===== config.mk =====
export PLATFORM = sky130hd
export DESIGN_NAME = fetch_unit
export DESIGN_NICKNAME = d
export VERILOG_FILES = /design/src/rtl/fetch_unit.sv
export SDC_FILE = /design/constraint.sdc
export NUM_CORES = 1
export LEC_CHECK = 0
export ABC_CLOCK_PERIOD_IN_PS = 5400
export BUFFER_PORTS_ARGS = -buffer_cell sky130_fd_sc_hd__buf_4
export CAP_MARGIN = 25
export CORE_MARGIN = 3
export CORE_UTILIZATION = 50
export DETAILED_ROUTE_END_ITERATION = 12
export GPL_TIMING_DRIVEN = 0
export PLACE_DENSITY_LB_ADDON = 0.1
export RECOVER_POWER = 25
export SLEW_MARGIN = 10
export SYNTH_ARGS = -nofsm -noshare
export SYNTH_HDL_FRONTEND = slang
export SYNTH_SLANG_ARGS = --single-unit

===== constraint.sdc =====
create_clock -name i_clk -period 5.4 [get_ports i_clk]
set_input_delay 0.54 -clock i_clk [delete_from_list [all_inputs] [get_ports i_clk]]
set_output_delay 0.54 -clock i_clk [all_outputs]
set_load 0.05 [all_outputs]

===== src/rtl/fetch_unit.sv =====
// Instruction fetch front end: single-outstanding memory requester feeding a
// small in-order instruction buffer, with branch redirect and stale-response drop.
module fetch_unit #(
    parameter logic [31:0] RESET_PC  = 32'h0000_0000,
    parameter int          BUF_DEPTH = 2
) (
    input  logic        i_clk,
    input  logic        i_reset,
    output logic        o_imem_req_valid,
    input  logic        i_imem_req_ready,
    output logic [31:0] o_imem_addr,
    input  logic        i_imem_resp_valid,
    input  logic [31:0] i_imem_resp_data,
    output logic        o_instr_valid,
    output logic [31:0] o_instr,
    output logic [31:0] o_instr_pc,
    input  logic        i_instr_ready,
    input  logic        i_b_taken,
    input  logic [31:0] i_b_pc
);

    localparam int PW = $clog2(BUF_DEPTH);
    localparam int CW = PW + 1;
    localparam logic [CW-1:0] DEPTH_C = CW'(BUF_DEPTH);

    typedef enum logic [1:0] {
        S_REQ  = 2'd0,
        S_WAIT = 2'd1,
        S_DROP = 2'd2
    } state_e;

    state_e        state_q, state_d;
    logic [31:0]   fetch_pc_q, fetch_pc_d;
    logic [31:0]   req_pc_q, req_pc_d;
    logic [31:0]   buf_instr_q [BUF_DEPTH];
    logic [31:0]   buf_pc_q    [BUF_DEPTH];
    logic [PW-1:0] rd_ptr_q, rd_ptr_d;
    logic [PW-1:0] wr_ptr_q, wr_ptr_d;
    logic [CW-1:0] count_q, count_d;

    logic req_valid, req_hs, instr_valid, push, pop, resp;

    assign resp        = i_imem_resp_valid && !i_reset;
    assign req_hs      = req_valid && i_imem_req_ready;
    assign instr_valid = !i_reset && (count_q != '0);
    assign pop         = instr_valid && i_instr_ready;
    assign push        = (state_q == S_WAIT) && resp && !i_b_taken;

    always_ff @(posedge i_clk) begin
        if (i_reset) state_q <= S_REQ;
        else         state_q <= state_d;
    end

    always_comb begin
        state_d = state_q;
        if (i_b_taken) begin
            // A redirect leaves an in-flight request as stale; a response that
            // lands in the redirect cycle retires it immediately.
            case (state_q)
                S_REQ:   state_d = req_hs ? S_DROP : S_REQ;
                S_WAIT:  state_d = resp ? S_REQ : S_DROP;
                S_DROP:  state_d = resp ? S_REQ : S_DROP;
                default: state_d = S_REQ;
            endcase
        end else begin
            case (state_q)
                S_REQ:   state_d = req_hs ? S_WAIT : S_REQ;
                S_WAIT:  state_d = resp ? S_REQ : S_WAIT;
                S_DROP:  state_d = resp ? S_REQ : S_DROP;
                default: state_d = S_REQ;
            endcase
        end
    end

    always_comb begin
        req_valid = 1'b0;
        if (!i_reset && state_q == S_REQ && count_q < DEPTH_C) req_valid = 1'b1;
        o_imem_req_valid = req_valid;
        o_imem_addr      = i_reset ? RESET_PC : fetch_pc_q;
    end

    always_comb begin
        fetch_pc_d = fetch_pc_q;
        req_pc_d   = req_pc_q;
        rd_ptr_d   = rd_ptr_q;
        wr_ptr_d   = wr_ptr_q;
        count_d    = count_q;
        if (req_hs) begin
            req_pc_d   = fetch_pc_q;
            fetch_pc_d = fetch_pc_q + 32'd4;
        end
        if (i_b_taken) begin
            fetch_pc_d = i_b_pc & 32'hFFFF_FFFC;
            rd_ptr_d   = '0;
            wr_ptr_d   = '0;
            count_d    = '0;
        end else begin
            if (push) wr_ptr_d = wr_ptr_q + PW'(1);
            if (pop)  rd_ptr_d = rd_ptr_q + PW'(1);
            count_d = count_q + CW'(push) - CW'(pop);
        end
    end

    always_ff @(posedge i_clk) begin
        if (i_reset) begin
            fetch_pc_q <= RESET_PC;
            req_pc_q   <= RESET_PC;
            rd_ptr_q   <= '0;
            wr_ptr_q   <= '0;
            count_q    <= '0;
        end else begin
            fetch_pc_q <= fetch_pc_d;
            req_pc_q   <= req_pc_d;
            rd_ptr_q   <= rd_ptr_d;
            wr_ptr_q   <= wr_ptr_d;
            count_q    <= count_d;
        end
    end

    // Storage needs no reset: contents are only visible while count is nonzero.
    always_ff @(posedge i_clk) begin
        if (push) begin
            buf_instr_q[wr_ptr_q] <= i_imem_resp_data;
            buf_pc_q[wr_ptr_q]    <= req_pc_q;
        end
    end

    assign o_instr_valid = instr_valid;
    assign o_instr       = instr_valid ? buf_instr_q[rd_ptr_q] : '0;
    assign o_instr_pc    = instr_valid ? buf_pc_q[rd_ptr_q]    : '0;

endmodule


==> impl_metrics.py, run 1 <==
metrics = {
    "global_route": {
        "grt_use_total_pct": 21.1,
        "grt_max_degree": 25,
        "grt_pass1_wl_um": 29400,
        "overflow": 0,
        "grt_pass1_vias": 5879,
        "grt_antenna_before_repair": 0,
    },
    "sta": {
        "grt_setup_unrepaired": "no",
        "min_period_ns": 2.89,
        "fin_ws_ns": 2.51,
        "drv_slew": 0,
        "setup_viol": 0,
        "hold_violations": 0,
        "worst_slew_pin_slew_ns": 0.993,
        "final.period_utilization_pct": 53.6,
        "relSlewSlack_pct": 33.3,
        "hold_slack_ns": 0.315,
        "finClkSkew_ns": 0.00722,
        "fmax_ghz": 0.346,
    },
    "synthesis": {
        "netlist.top_cell.by_area": "edfxtp_1",
        "synth-xor-area-share_pct": 1.52,
        "synth_common_cells": "124 x edfxtp_1, 98 x nor2_1, 75 x nand2_1, 67 x dfxtp_1, 62 x mux2i_1",
        "ys_async_sr_fraction_pct": 0,
        "synth_edf_count": 124,
        "yosys.area.top_type_share_pct": 46.3,
        "ys_seq_elements": 191,
        "synthesis.instances": 695,
        "synth_compound_area_share_pct": 7.10,
        "synthTopCellsByArea": "edfxtp_1 46%, dfxtp_1 17%, mux2i_1 7.7%, nor2_1 4.6%, nand2_1 3.5%",
        "synth_warnings": 0,
        "synth.distinct_cells": 52,
        "synthSimpleGateAreaFrac_pct": 16.4,
        "synth_top_family_by_area": "simple AND/OR/NAND/NOR gates",
        "syn_area_sq_mm": 0.00804,
        "synth_mux_area_share_pct": 7.72,
        "ys_seq_area_share_pct": 63.0,
        "ys.flop_type": "edfxtp_1",
        "synth.avg_cell_area_sq_um": 11.6,
        "synth.most_common_cell": "edfxtp_1",
        "synth_fa_ha_area_share_pct": 1.09,
    },
    "layout": {
        "fillerInstances": 1201,
        "multi_input_area_sq_mm": 0.00275,
        "nets": 959,
        "drive_gt1_share_pct": 22.8,
        "ff_latch_area_sq_mm": 0.00506,
        "antennaDiodeCount": 0,
        "area_growth_pct": 27.3,
    },
    "worst_setup_path": {
        "crit_arrival_ns": 2.35,
        "crit_path_max_fanout": 10,
        "reg2reg_slack_ns": 2.74,
        "required_ns": 4.86,
        "worstSetupStartpointType": "flip-flop",
        "critical_path.endpoint_type": "output port",
        "criticalPathCategory": "reg -> out",
    },
    "detailed_routing": {
        "drt_first_iter_violations": 376,
        "post-route-drc-count": 0,
        "drtPass1Iterations": 5,
        "wl_um": 18600,
        "vias": 5898,
        "wl_per_cell_um": 16.8,
        "ant_nets": 0,
        "routed_via_density": 5.33,
    },
    "power_and_ir_drop": {
        "ir_worst_vdd_mv": 0.224,
        "p_int_w": 0.00240,
        "power_density_mw_per_mm2": 302,
        "switching_share_pct": 22.5,
        "p_leak_nw": 3.60,
        "combPwrFrac_pct": 7.0,
        "switching_power_w": 0.000698,
        "pwr-share-seq_pct": 51.9,
        "p_clk_share_pct": 41.2,
    },
    "floorplan": {
        "dieArea_sq_mm": 0.0176,
        "io_pins": 168,
        "fp-row-count": 45,
        "core_area_sq_mm": 0.0155,
        "die_h_um": 133,
        "floorplan.initialDensity_pct": 51.9,
        "die-width_um": 133,
    },
    "job": {
        "drv_cap": 0,
    },
    "placed_design": {
        "io_buffers": 160,
        "pre_cts_ws_ns": 2.37,
        "place_congestion": 0.892,
        "dpl.hpwl_um": 13400,
    },
    "clock_tree": {
        "post_cts_resized": 0,
        "clk_pin_slew_ns": 0.07,
        "numCtsBuffers": 17,
        "clockBufferDepth": 2,
        "clk-insertion-delay-late_ns": 0.43,
        "cts_tree": "done",
        "cts_root_buf": "clkbuf_16",
        "postCtsHoldBufs": 0,
        "postCtsSetupBuffers": 0,
        "numClockSinks": 191,
        "htree_levels": 4,
    },
    "status": {
        "status": "complete, no violations",
    },
    "min_path": {
        "min_path_type": "in -> reg",
    },
}
stage by stage:
step / setup TNS, ns / area (sq um) / std cells / power (W) / utilization [%]
6_report: 0 / 10200 / 1106 / 0.00310 / 66.1
3_3_place_gp: -64.82 / 9520 / 1069 / 0.00185 / 61.5
2_1_floorplan: 0 / 8050 / 698 / 0.00176 / -
3_5_place_dp: 0 / 9650 / 1074 / 0.00185 / 62.3
4_1_cts: 0 / 10300 / 1106 / 0.00312 / 66.3
5_1_grt: 0 / 10200 / 1106 / 0.00318 / 66.1
registers in the layout, indices dropped and copies added, names as in the netlist, named ones only:
name,count
buf_instr_q,64
buf_pc_q,60
count_q,2
fetch_pc_q,30
rd_ptr_q,1
req_pc_q,30
state_q,2
wr_ptr_q,1
layer usage:
metal	global-route usage, %	share of wire, %	vias up	wire (um)
met3	4.90	6.4	26	1190
met2	35.3	49	217	9090
li1	-	-	2875	-
met1	26.9	43	2780	8020
met5	0	0	-	0
met4	7.74	1.7	0	322
worst max-delay path, stage by stage, from the launching register on:
cell      delay, ns
dfxtp_1        0.31
clkbuf_1       0.44
buf_1          0.58
mux2i_1        0.30
nor2_1         0.08
buf_4          0.21
area by class of cell:
type	instances	share of cell area (%)
buffer	49	2.03
inverter	13	0.477
tap	211	2.58
clock buffer	22	4.75
sequential	191	49.5
clock inverter	10	1.22
multi-input combinational	445	26.8
timing repair buffer	165	12.7
worst paths after layout:
check                 endpoint           startpoint  cells after the start
min          buf_instr_q[1][2]  i_imem_resp_data[2]                      1
max             o_instr_pc[23]            flip-flop                      5
max reg2reg     fetch_pc_q[20]           state_q[0]                      7
min reg2reg    buf_pc_q[1][31]         req_pc_q[31]                      0
power groups by stage:
stage	clock network (W)	logic (W)	registers (W)
floorplan	0	0.000130	0.00163
global route	0.00134	0.000233	0.00161
global placement	0	0.000211	0.00164
finish	0.00127	0.000216	0.00161
CTS	0.00129	0.000218	0.00161
detailed placement	0	0.000217	0.00164
cells in the final DEF (no fill, tap or decap), drive strengths merged, types with 2 or more instances in the layout:
master,count
buf,151
edfxtp,124
nor2,98
clkbuf,85
nand2,75
dfxtp,67
mux2i,62
a21oi,33
nor2b,31
inv,15
nand3,13
a211oi,13
xnor2,12
nor3,12
a311oi,10
or4,9
o31ai,8
ha,7
o21ai,6
nand4,6
nor4,5
and4,4
or3,4
conb,4
and2,3
a32oi,3
o211ai,3
or2,3
and3,3
a2111oi,3
clkinvlp,3
clkinv,3
xor2,2
nand4b,2
bufinv,2
logic make-up (layout without fill, tap and decap cells):
| logic type | Yosys count | after routing |
|---|---|---|
| and+or+nand+nor | 273 | 273 |
| DFF | 191 | 191 |
| AOI/OAI and AO/OA | 85 | 85 |
| muxes | 62 | 62 |
| buffers and inverters | 62 | 259 |
| xor gates and xnor gates | 14 | 14 |
| adders and majority gates | 7 | 7 |
| other | 1 | 4 |
(Power assumes the default switching activity.)
==> inputs of run 2 (changes only) <==
- ABC_CLOCK_PERIOD_IN_PS: 5400 -> 2700
- clock period: 5.4 -> 2.7 ns (I/O delays scaled with it)
==> impl_metrics.py, run 2 (synthesis gave the netlist of run 1 again) <==
metrics = {
    "layout": {
        "fillerInstances": 1224,
        "antennaDiodeCount": 0,
        "mostFrequentLayoutCells": "133 x buf_4, 124 x edfxtp_1, 96 x nor2_1",
        "final_common_cell": "buf_4",
        "multi_input_area_sq_mm": 0.00275,
        "area_growth_pct": 26.3,
        "largest_register_ffs": 64,
        "ff_latch_area_sq_mm": 0.00506,
        "largest_register": "buf_instr_q",
        "final_cells": 1106,
        "nets": 959,
        "top_regs": "buf_instr_q: 64 flops, buf_pc_q: 60 flops",
        "drive_gt1_share_pct": 23.6,
    },
    "worst_setup_path": {
        "crit_arrival_ns": 2.72,
        "reg2reg_depth": 7,
        "max_stage_delay_ns": 0.55,
        "critical_path.endpoint_type": "flip-flop",
        "criticalPathCategory": "reg -> reg",
        "required_ns": 3.03,
        "crit_slowest_cell": "or4_1",
        "worstSetupStartpointType": "flip-flop",
        "crit_path_max_fanout": 9,
        "crit_chain": "inv_1, ha_1, nor4bb_1, clkbuf_2, nand3_1, or4_1, a311oi_1",
    },
    "sta": {
        "grt_setup_unrepaired": "no",
        "fmax_ghz": 0.418,
        "finClkSkew_ns": 0.00939,
        "min_period_ns": 2.39,
        "relSlewSlack_pct": 41.2,
        "hold_violations": 0,
        "worst_slew_pin_slew_ns": 0.874,
        "setup_viol": 0,
        "drv_slew": 0,
        "final.period_utilization_pct": 88.6,
    },
    "placed_design": {
        "io_buffers": 160,
        "place_congestion": 0.875,
        "numPlacedInstances": 1074,
        "dpl.hpwl_um": 13600,
    },
    "power_and_ir_drop": {
        "ir_worst_vdd_mv": 0.459,
        "total_power_w": 0.00596,
        "p_leak_nw": 3.59,
        "power_density_mw_per_mm2": 587,
    },
    "clock_tree": {
        "clockBufferDepth": 2,
        "clk_pin_slew_ns": 0.07,
        "numClockSinks": 191,
        "numCtsBuffers": 17,
        "cts_root_buf": "clkbuf_16",
        "cts_tree": "done",
        "clk-insertion-delay-late_ns": 0.42,
        "htree_levels": 4,
        "postCtsHoldBufs": 0,
        "postCtsSetupBuffers": 0,
    },
    "global_route": {
        "overflow": 0,
        "grt_pass1_vias": 5890,
        "grt_antenna_before_repair": 0,
        "grt_use_total_pct": 21.4,
        "grt_max_degree": 31,
        "grt_pass1_wl_um": 30200,
    },
    "detailed_routing": {
        "wl_per_cell_um": 16.8,
        "vias": 6015,
        "ant_nets": 0,
        "post-route-drc-count": 0,
        "drtPass1Iterations": 5,
        "wl_um": 18500,
        "drt_first_iter_violations": 412,
        "routed_via_density": 5.44,
    },
    "job": {
        "drv_cap": 0,
    },
    "floorplan": {
        "floorplan.initialDensity_pct": 51.9,
        "die_h_um": 133,
        "dieArea_sq_mm": 0.0176,
        "io_pins": 168,
        "core_area_sq_mm": 0.0155,
        "die-width_um": 133,
        "fp-row-count": 45,
    },
    "status": {
        "status": "complete, no violations",
    },
    "min_path": {
        "hold_path_depth": 1,
        "min_path_type": "in -> reg",
    },
}
-- run 2: cell types whose count changed in the layout (fill, tap and decap cells not counted), moves of 2 or more --
cell / delta
clkbuf_2: +6
buf_1: -5
buf_12: +4
buf_16: -4
clkbuf_1: -3
clkbuf_16: -2
inv_6: +2
-- run 2: final timing paths --
path,startpoint,end,slack (ns)
worst min register to register,req_pc_q[13],buf_pc_q[0][13],0.45
worst max register to register,state_q[0],fetch_pc_q[22],0.31
worst max-delay path,state_q[0],fetch_pc_q[22],0.31
worst min-delay path,i_imem_resp_data[27],buf_instr_q[0][27],0.05
-- run 2: routing by layer --
metal  wire length, um  share of wire (%)  vias to the layer above  GRT usage, %
li1                  -                  -                     2888             -
met3              1400                7.5                       31          4.60
met1              8000                 43                     2827          28.9
met4               430                2.3                        0          9.18
met2              8720                 47                      269          33.5
met5                 0                  0                        -             0
-- run 2: where the power goes --
group / internal [W] / leakage [nW] / switching (W) / total [W]
clock: 0.00128 / 0.259 / 0.00104 / 0.00232
combinational: 0.000165 / 1.66 / 0.000265 / 0.000430
sequential: 0.00315 / 1.67 / 0.0000647 / 0.00321
total: 0.00459 / 3.59 / 0.00137 / 0.00596
-- run 2: per-stage QoR --
stage	utilization [%]	area (sq um)	hold slack (ns)	setup TNS (ns)	setup WS [ns]
after detailed placement	62.1	9620	0.440	0	0.142
after global placement	61.5	9520	0.431	-185.97	-1.51
after global routing	65.6	10200	0.0361	0	0.0557
final	65.6	10200	0.0548	0	0.308
after floorplan	-	8060	0.369	-34.42	-0.278
after CTS	65.7	10200	0.0144	0	0.0636
-- run 2: layout make-up --
cell class | instances | share of cell area (%)
plain buffers | 49 | 2.13
clock buffers | 20 | 4.30
clock inverters | 12 | 1.10
inverters | 13 | 0.480
multi-input cells | 445 | 27.0
flip-flops and latches | 191 | 49.9
well taps | 211 | 2.60
repair buffers | 165 | 12.5
-- run 2: critical path: cells and delay by family, from the launching register on --
family	cells	cell delay [ns]
adders and majority gates	1	0.18
AOI/OAI and AO/OA	1	0.28
DFF	1	0.34
and+or+nand+nor	3	1.12
buffers and inverters	2	0.38
-- run 2: repair_timing --
action | 4_1_cts | 5_1_grt
gates resized for setup | 1 | 8
gates cloned | 0 | 0
setup endpoints to repair | 1 | 39
pin swaps | 0 | 0
==> inputs of run 3 (changes only) <==
- CORE_UTILIZATION: 50 -> 55
- SLEW_MARGIN: 10 -> unset
==> impl_metrics.py, run 3 (synthesis gave the netlist of run 1 again) <==
metrics = {
    "status": {
        "status": "complete, no violations",
    },
    "sta": {
        "fmax_ghz": 0.397,
        "worst_slew_pin_slew_ns": 0.908,
        "final.period_utilization_pct": 93.4,
        "grt_setup_unrepaired": "no",
        "min_period_ns": 2.52,
        "drv_slew": 0,
        "setup_viol": 0,
        "tns_ns": 0,
        "relSlewSlack_pct": 39.0,
        "hold_violations": 0,
        "hold_slack_ns": 0.0489,
        "finClkSkew_ns": 0.0113,
    },
    "global_route": {
        "grt_max_degree": 33,
        "grt_pass1_wl_um": 29900,
        "overflow": 0,
        "grt_pass1_vias": 5991,
        "grt_antenna_before_repair": 0,
        "grt_use_total_pct": 23.6,
    },
    "placed_design": {
        "post_dp_cell_area_sq_mm": 0.00958,
        "dpl.hpwl_um": 13600,
        "place_congestion": 0.934,
        "io_buffers": 160,
    },
    "detailed_routing": {
        "post-route-drc-count": 0,
        "wl_um": 18600,
        "drtPass1Iterations": 5,
        "drt_first_iter_violations": 531,
        "wl_per_cell_um": 17.3,
        "vias": 5973,
        "routed_via_density": 5.56,
        "ant_nets": 0,
    },
    "layout": {
        "mostFrequentLayoutCells": "133 x buf_4, 124 x edfxtp_1, 96 x nor2_1",
        "final_common_cell": "buf_4",
        "drive_gt1_share_pct": 23.4,
        "fin_area_sq_mm": 0.0101,
        "largest_register": "buf_instr_q",
        "top_regs": "buf_instr_q: 64 flops, buf_pc_q: 60 flops",
        "area_growth_pct": 25.8,
        "antennaDiodeCount": 0,
        "nets": 959,
        "largest_register_ffs": 64,
    },
    "clock_tree": {
        "postCtsSetupBuffers": 0,
        "numCtsBuffers": 17,
        "clk_pin_slew_ns": 0.07,
        "htree_levels": 4,
        "clockBufferDepth": 2,
        "clk-insertion-delay-late_ns": 0.43,
        "numClockSinks": 191,
        "postCtsHoldBufs": 0,
        "cts_root_buf": "clkbuf_16",
        "cts_tree": "done",
    },
    "power_and_ir_drop": {
        "p_int_w": 0.00463,
        "p_leak_nw": 3.60,
        "combPwrFrac_pct": 7.1,
        "pwr-share-seq_pct": 53.7,
        "power_density_mw_per_mm2": 592,
        "switching_power_w": 0.00135,
        "switching_share_pct": 22.6,
        "p_clk_share_pct": 39.1,
        "ir_worst_vdd_mv": 0.442,
    },
    "worst_setup_path": {
        "crit_slowest_cell": "clkbuf_1",
        "crit_buf_inv": 3,
        "crit_chain": "clkbuf_1, buf_2, mux2i_1, nor2_1, buf_4",
        "cpLargestDelayFamily": "buffers and inverters",
        "critical_path.endpoint_type": "output port",
        "crit_arrival_ns": 2.25,
        "worstSetupStartpointType": "flip-flop",
        "criticalPathCategory": "reg -> out",
        "reg2reg_slack_ns": 0.24,
        "crit_path_max_fanout": 10,
        "max_stage_delay_ns": 0.52,
        "required_ns": 2.43,
    },
    "floorplan": {
        "fp-row-count": 43,
        "core_area_sq_mm": 0.0141,
        "floorplan.initialDensity_pct": 57.0,
        "io_pins": 168,
        "dieArea_sq_mm": 0.0161,
        "die_h_um": 127,
        "die-width_um": 127,
    },
    "min_path": {
        "min_path_type": "in -> reg",
    },
    "job": {
        "drv_cap": 0,
    },
}
==> run 3: cell types whose count changed in the layout (fill, tap and decap cells not counted), sizes merged <==
cell,before,now
buf,147,151
clkinvlp,3,1
clkbuf,87,86
clkinv,5,4
==> run 3: worst register-to-register path, stage by stage, from the launching register on <==
cell and delay, ns:
dfxtp_1 0.46, nand4_2 0.34, or4_4 0.63, buf_6 0.16, or4_1 0.49, a311oi_1 0.28
==> run 3: layer usage <==
metal	vias to the layer above	part of all wire, %	global-route usage [%]
met5	-	0	0
met4	0	2.5	8.58
met3	39	7.9	5.01
met2	258	47	38.2
met1	2803	43	31.5
li1	2873	-	-
==> run 3: per-stage QoR <==
stage / util, % / worst slack (ns) / cells / power [W]
6_report: 71.8 / 0.179 / 1075 / 0.00599
5_1_grt: 71.8 / 0.00777 / 1075 / 0.00617
4_1_cts: 71.9 / 0.0938 / 1075 / 0.00601
3_5_place_dp: 68.0 / 0.123 / 1043 / 0.00371
3_3_place_gp: 67.3 / -1.46 / 1038 / 0.00369
2_1_floorplan: - / -0.278 / 698 / 0.00352
==> run 3: power groups by stage <==
stage | sequential, W | clock (W) | combinational, W
after floorplan | 0.00325 | 0 | 0.000261
after global placement | 0.00327 | 0 | 0.000417
after detailed placement | 0.00328 | 0 | 0.000428
after CTS | 0.00321 | 0.00237 | 0.000431
after global routing | 0.00322 | 0.00249 | 0.000459
final | 0.00322 | 0.00234 | 0.000427
==> run 3: timing repair <==
item | in CTS | in global routing
setup endpoints to repair | 60 | 3
resized for setup | 6 | 2
cloned | 0 | 0
==> run 3: path summary, 6_finish.rpt <==
kind | cells past startpoint | start | to
worst max-delay path | 5 | flip-flop | o_instr_pc[9]
worst min-delay path | 1 | i_imem_resp_data[15] | buf_instr_q[0][15]
worst max register to register | 5 | fetch_pc_q[6] | fetch_pc_q[18]
worst min register to register | 0 | req_pc_q[9] | buf_pc_q[1][9]
==> run 3: final cells by class <==
cell class	instances	area, sq um
flip-flops and latches	191	5060
fillers	1058	3980
multi-input cells	445	2750
repair buffers	165	1260
clock buffers	23	468
well taps	180	225
plain buffers	49	216
clock inverters	9	82.6
inverters	13	48.8
